<file path="src/rtl/m_btb.sv">
// m_btb: N-entry fully associative branch target buffer.
//
// The IF stage looks up a PC combinationally and gets a hit flag, a
// predicted direction and a predicted target. The ID stage writes one
// resolved branch per cycle. Each entry holds a valid bit, a PC tag, a
// target PC, a saturating direction counter and an LRU age. The ages
// always form a permutation of 0..ENTRIES-1, with 0 meaning most recent.
//
// Parameters:
//   ENTRIES  number of entries (power of two, >= 2)
//   ADDR_W   width of PC tag and target (word addresses)
//   CNT_W    width of the saturating direction counter (>= 1)
//
// Ports:
//   w_clk      in   clock, all state changes on posedge
//   w_rst_n    in   synchronous active-low reset
//   w_paddr    in   lookup PC
//   w_phit     out  lookup hit
//   w_ptaken   out  predicted taken (counter MSB of hit entry, 0 on miss)
//   w_ptarget  out  predicted target (0 on miss)
//   w_uen      in   update strobe
//   w_uaddr    in   PC of the resolved branch
//   w_utaken   in   actual branch outcome
//   w_utarget  in   computed branch target
//   w_flush    in   invalidate all entries
//
// Optional feature (macro BTB_STATS_EN):
//   r_ucnt      out  number of accepted updates (saturating, 32 bits)
//   r_ucorrect  out  number of updates that hit with a correct prediction

module m_btb #(
  parameter int ENTRIES = 4,
  parameter int ADDR_W  = 11,
  parameter int CNT_W   = 2
) (
  input  logic              w_clk,
  input  logic              w_rst_n,
  input  logic [ADDR_W-1:0] w_paddr,
  output logic              w_phit,
  output logic              w_ptaken,
  output logic [ADDR_W-1:0] w_ptarget,
  input  logic              w_uen,
  input  logic [ADDR_W-1:0] w_uaddr,
  input  logic              w_utaken,
  input  logic [ADDR_W-1:0] w_utarget,
  input  logic              w_flush
`ifdef BTB_STATS_EN
  ,
  output logic [31:0]       r_ucnt,
  output logic [31:0]       r_ucorrect
`endif
);

  localparam int IDX_W = (ENTRIES > 1) ? $clog2(ENTRIES) : 1;
  localparam logic [CNT_W-1:0] CNT_MAX = {CNT_W{1'b1}};
  // Weakly taken / weakly not-taken are the two values straddling the MSB.
  localparam logic [CNT_W-1:0] CNT_WT  = CNT_W'(1 << (CNT_W - 1));
  localparam logic [CNT_W-1:0] CNT_WNT = CNT_W'((1 << (CNT_W - 1)) - 1);
  localparam logic [IDX_W-1:0] AGE_LRU = IDX_W'(ENTRIES - 1);

  logic              valid_q  [ENTRIES];
  logic [ADDR_W-1:0] tag_q    [ENTRIES];
  logic [ADDR_W-1:0] target_q [ENTRIES];
  logic [CNT_W-1:0]  cnt_q    [ENTRIES];
  logic [IDX_W-1:0]  age_q    [ENTRIES];

  logic             u_hit;
  logic [IDX_W-1:0] u_hit_idx;
  logic             free_found;
  logic [IDX_W-1:0] free_idx;
  logic [IDX_W-1:0] lru_idx;
  logic [IDX_W-1:0] touch_idx;
  logic [IDX_W-1:0] touch_age;
  logic [CNT_W-1:0] hit_cnt;
  logic [CNT_W-1:0] cnt_next;

  // Lookup port. Because the update path never allocates a second entry
  // for a tag already present, at most one entry can match here.
  always_comb begin
    w_phit    = 1'b0;
    w_ptaken  = 1'b0;
    w_ptarget = '0;
    for (int i = 0; i < ENTRIES; i++) begin
      if (valid_q[i] && (tag_q[i] == w_paddr)) begin
        w_phit    = 1'b1;
        w_ptaken  = cnt_q[i][CNT_W-1];
        w_ptarget = target_q[i];
      end
    end
  end

  // Update victim selection: matching entry first, else the lowest-index
  // invalid entry, else the entry whose age marks it least recently used.
  always_comb begin
    u_hit      = 1'b0;
    u_hit_idx  = '0;
    free_found = 1'b0;
    free_idx   = '0;
    lru_idx    = '0;
    for (int i = 0; i < ENTRIES; i++) begin
      if (valid_q[i] && (tag_q[i] == w_uaddr)) begin
        u_hit     = 1'b1;
        u_hit_idx = IDX_W'(i);
      end
      if (!valid_q[i] && !free_found) begin
        free_found = 1'b1;
        free_idx   = IDX_W'(i);
      end
      if (age_q[i] == AGE_LRU) begin
        lru_idx = IDX_W'(i);
      end
    end
    touch_idx = u_hit ? u_hit_idx : (free_found ? free_idx : lru_idx);
    touch_age = age_q[touch_idx];
  end

  // New counter value: saturating step on a hit, weak state on allocation.
  always_comb begin
    hit_cnt  = cnt_q[u_hit_idx];
    cnt_next = w_utaken ? CNT_WT : CNT_WNT;
    if (u_hit) begin
      if (w_utaken) begin
        cnt_next = (hit_cnt == CNT_MAX) ? hit_cnt : hit_cnt + 1'b1;
      end else begin
        cnt_next = (hit_cnt == '0) ? hit_cnt : hit_cnt - 1'b1;
      end
    end
  end

  // Table state. Flush only drops valid bits so the LRU permutation stays
  // intact; a flush swallows any update in the same cycle.
  always_ff @(posedge w_clk) begin
    if (!w_rst_n) begin
      for (int i = 0; i < ENTRIES; i++) begin
        valid_q[i]  <= 1'b0;
        tag_q[i]    <= '0;
        target_q[i] <= '0;
        cnt_q[i]    <= '0;
        age_q[i]    <= IDX_W'(i);
      end
    end else if (w_flush) begin
      for (int i = 0; i < ENTRIES; i++) begin
        valid_q[i] <= 1'b0;
      end
    end else if (w_uen) begin
      valid_q[touch_idx]  <= 1'b1;
      tag_q[touch_idx]    <= w_uaddr;
      target_q[touch_idx] <= w_utarget;
      cnt_q[touch_idx]    <= cnt_next;
      // Touched entry becomes age 0; only younger entries shift up by one,
      // which keeps the ages a permutation.
      for (int i = 0; i < ENTRIES; i++) begin
        if (IDX_W'(i) == touch_idx) begin
          age_q[i] <= '0;
        end else if (age_q[i] < touch_age) begin
          age_q[i] <= age_q[i] + 1'b1;
        end
      end
    end
  end

`ifdef BTB_STATS_EN
  // Prediction statistics; they survive a flush and saturate at all ones.
  always_ff @(posedge w_clk) begin
    if (!w_rst_n) begin
      r_ucnt     <= '0;
      r_ucorrect <= '0;
    end else if (w_uen && !w_flush) begin
      if (r_ucnt != 32'hFFFF_FFFF) begin
        r_ucnt <= r_ucnt + 32'd1;
      end
      if (u_hit && (cnt_q[u_hit_idx][CNT_W-1] == w_utaken) &&
          (r_ucorrect != 32'hFFFF_FFFF)) begin
        r_ucorrect <= r_ucorrect + 32'd1;
      end
    end
  end
`endif

endmodule

</file>
<file path="config.mk">
export PLATFORM = sky130hd
export DESIGN_NAME = m_btb
export DESIGN_NICKNAME = d
export VERILOG_FILES = /design/src/rtl/m_btb.sv
export SDC_FILE = /design/constraint.sdc
export NUM_CORES = 1
export LEC_CHECK = 0
export CAP_MARGIN = 30
export CORE_ASPECT_RATIO = 1.1
export CORE_UTILIZATION = 60
export DETAILED_ROUTE_END_ITERATION = 8
export PLACE_DENSITY = 0.92
export SYNTH_ARGS = -nofsm -noshare
export SYNTH_HDL_FRONTEND = slang
export SYNTH_SLANG_ARGS = --single-unit
</file>
<file path="constraint.sdc">
create_clock -name w_clk -period 12.2 [get_ports w_clk]
set_input_delay 1.22 -clock w_clk [delete_from_list [all_inputs] [get_ports w_clk]]
set_output_delay 1.22 -clock w_clk [all_outputs]
set_load 0.05 [all_outputs]
</file>
==> summary.md <==
| Metric | Value |
|---|---|
| Leakage power of the design | `2.358 nW` |
| Deepest level of the CTS H-tree | `3` |
| Destination of the worst register-to-register timing path | `age_q[1][0]$_SDFFCE_PN1P_` |
| Placed cells | `714` |
| Num ports | `51` |
| Worst R2R Path Depth | `9` |
| First-pass GRT wire length | `23.49 mm` |
| Initial cell density of the core | `62.96%` |
| Critical path class | `primary input to primary output` |
| Die Width | `97.38 um` |
| First-pass iteration count of the detailed router | `5` |
| Num CTS Buffers | `9` |
| Slew @ Worst Pin | `1.046 ns` |
| Clock network latency to the later pin of the worst-skew pair | `0.40 ns` |
| Maximum clock skew at final layout | `0.01315 ns` |
| Antenna diode count | `0` |
| Number of hold-repair buffers added at the cts stage | `0` |
| Share of synthesized area occupied by flip-flops and latches | `53.34%` |
| Routability Congestion | `0.9648` |
| Fin. Hold Viols | `0` |
| Initial antenna violation count | `0` |
| Post CTS Setup Buffer Count | `0` |
| Final number of setup-violating endpoints | `0` |
| Master cell of the clock root buffer | `sky130_fd_sc_hd__clkbuf_8` |
| Ys Warns | `0` |
| Number of antenna-violating nets in the routed design | `0` |
| Count of nets after finishing | `652` |
| Final Max Tran Viols | `0` |
| Estimated wirelength of the detail-placed design | `10.85 mm` |
| Area occupied by multi-input gates | `2557 sq um` |
| Setup repair after global routing missed its margin | `false` |
| Worst supply voltage drop on vdd | `0.07134 mV` |
| Num rows | `37` |
| Final non-filler cell total | `733` |
| Layout overhead on the synthesized area | `13.11%` |
| Number of enable-type register cells in the synthesized netlist | `104` |
| Most common cell after layout, fill and taps aside | `sky130_fd_sc_hd__edfxtp_1` |
| Layout cell share with drive strength beyond 1 | `6.981%` |
| Floorplan Core Area | `9537 sq um` |
| Endpoint class of the critical path | `primary output` |
| Flip-flop cell with the highest count after synthesis | `sky130_fd_sc_hd__edfxtp_1` |
| Run status | `completed` |
| Cells after Synth | `580` |
| Clock Pin Slew Worst Setup and Hold Paths | `0.10 ns` |
| Pwr/cell area | `108.9 nW/um^2` |
| Crit path required time | `10.98 ns` |
| Number of max-cap violations | `0` |
| Slack of the worst reg-to-reg path | `8.47 ns` |
| Library cell appearing most often on the critical path | `sky130_fd_sc_hd__clkdlybuf4s50_1` |
| Cell-by-cell trace of the critical path | `clkdlybuf4s50_1, xnor2_1, nand4_1, or3_1, inv_1, a221oi_1, o31ai_1, clkdlybuf4s50_1` |
| Peak clock frequency supported by timing | `176.2 MHz` |
| Iteration-0 DRC Markers | `357` |
| Remaining global-route overflow | `0` |
| Die H | `106.9 um` |
| Synthesized area | `6005 sq um` |
| Syn Area/Cell | `10.35 sq um` |
| Net Count, Synth | `621` |
| CTS resizes | `0` |
| Worst min-delay path endpoint | `valid_q[0]$_DFF_P_` |
| Buffers added on ports | `50` |
| Setup total negative slack | `0 ns` |
| Min-Delay Path Class | `flip-flop to flip-flop` |
| Via count of the routed design | `4,497` |
| Share of async-settable or async-resettable flops after synthesis | `0%` |
| Final worst path period need | `5.675 ns` |
| Final Cycle Share | `46.51%` |
| Avg WL per Cell | `20.43 um` |
| Clock net sink count | `108` |
| Yosys cell types | `63` |
| Min-Delay Path Depth | `2` |
| Mean number of vias per cell | `6.135` |
| Crit Path Max Fanout | `17` |
| Register area | `3203 sq um` |
| Number of buffers between clock root and the deepest sink | `2` |
| FF-to-FF Start | `tag_q[1][9]$_SDFFCE_PN0P_` |
| Area of the die | `10,410 sq um` |
| Headroom to the max-slew limit | `30.11%` |
| CTS tree | `built` |
| Remaining routing DRC violations | `0` |
| Startpoint of the most critical hold path | `valid_q[0]$_DFF_P_` |
| Launching element type of the critical path | `primary input` |
| Worst path arrival time | `4.45 ns` |
| Standard cell with the maximum stage delay on the critical path | `sky130_fd_sc_hd__clkdlybuf4s50_1` |
| Maximum number of pins on one net before global-route repair | `28` |
| Fill cell total of the finished layout | `698` |
| DRT Wirelength | `14.98 mm` |
| All-Layer GR Usage | `30.37%` |
| Vias in the first global route | `4,403` |
| Commonest cells after routing, fill and taps aside | `sky130_fd_sc_hd__edfxtp_1, sky130_fd_sc_hd__nor2_1, sky130_fd_sc_hd__xnor2_1, sky130_fd_sc_hd__nand2_1, sky130_fd_sc_hd__clkdlybuf4s50_1` |
| Critical path's largest stage delay | `0.85 ns` |
| Flip-flop and latch count after synthesis | `108` |
## through the flow
step / utilization, % / total power [mW] / worst slack [ns] / hold slack [ns] / cell area [sq um]
floorplan: - / 0.4987 / 7.081 / 0.4741 / 6005
global placement: 68.60 / 0.5305 / 6.331 / 0.5391 / 6543
detailed placement: 68.76 / 0.5326 / 6.262 / 0.5551 / 6558
CTS: 70.70 / 0.7375 / 6.254 / 0.5719 / 6743
global route: 71.21 / 0.7599 / 6.328 / 0.6233 / 6792
finish: 71.21 / 0.7393 / 6.525 / 0.5932 / 6792
## cell families (layout without fill, tap and decap cells)
| kind of cell | after synthesis | in the layout | share of synthesized area (%) |
|---|---|---|---|
| simple gates | 241 | 241 | 19.42 |
| compound gates | 66 | 66 | 7.710 |
| fa+ha+maj | 6 | 6 | 1.167 |
| xor+xnor | 88 | 88 | 12.84 |
| flops | 108 | 108 | 53.34 |
| buf+inv | 65 | 101 | 4.418 |
| mux | 6 | 6 | 1.104 |
## power by group
part / switching [mW] / internal [mW]
Combinational: 0.0555 / 0.0387
Clock: 0.133 / 0.0786
Sequential: 0.0108 / 0.422
Total: 0.200 / 0.540
## cell type report
type	count	area share, %
clock buffers	10	1.879
clock inverters	6	0.8475
inverters	26	1.437
multi-input cells	407	37.66
flip-flops and latches	108	47.16
well taps	117	2.155
repair buffers	59	8.861
## per-layer routing
layer	wire (um)	vias up	track usage (%)
li1	-	2093	-
met1	6163	2151	41.06
met2	7178	219	48.70
met3	1291	34	5.476
met4	343	0	12.71
met5	0	-	0
## critical path, delay by kind of cell
family | cells | cell delay, ns
simple gates | 2 | 0.70
buf+inv | 3 | 1.85
xor+xnor | 1 | 0.27
compound gates | 2 | 0.42
## flip-flops by register name, indices dropped and copies added (netlist names)
| register | cells |
|---|---|
| tag_q | 44 |
| target_q | 44 |
| age_q | 8 |
| cnt_q | 8 |
| valid_q | 4 |
## Yosys cell counts (10+ instances only)
master	n	area share [%]
sky130_fd_sc_hd__o21ai_0	11	0.92
sky130_fd_sc_hd__inv_1	26	1.6
sky130_fd_sc_hd__clkbuf_1	34	2.1
sky130_fd_sc_hd__xnor2_1	83	12
sky130_fd_sc_hd__a21oi_1	12	1.0
sky130_fd_sc_hd__nor2_1	85	5.3
sky130_fd_sc_hd__o31ai_1	10	1.3
sky130_fd_sc_hd__nand2_1	65	4.1
sky130_fd_sc_hd__nor3_1	10	0.83
sky130_fd_sc_hd__edfxtp_1	104	52
sky130_fd_sc_hd__nand4_1	36	3.8
## how the worst max path moves through the flow
stage / startpoint / endpoint / slack [ns] / cells after the start
2_1_floorplan: w_uaddr[4] / age_q[3][0]$_DFFE_PP_ / 7.08 / 11
3_3_place_gp: w_paddr[3] / w_ptarget[2] / 6.33 / 8
3_5_place_dp: w_paddr[3] / w_ptarget[2] / 6.26 / 8
4_1_cts: w_paddr[3] / w_ptarget[2] / 6.25 / 8
5_1_grt: w_paddr[2] / w_ptarget[2] / 6.33 / 8
6_report: w_paddr[4] / w_ptarget[2] / 6.53 / 8
No activity file was read; power rests on OpenSTA's default activity.
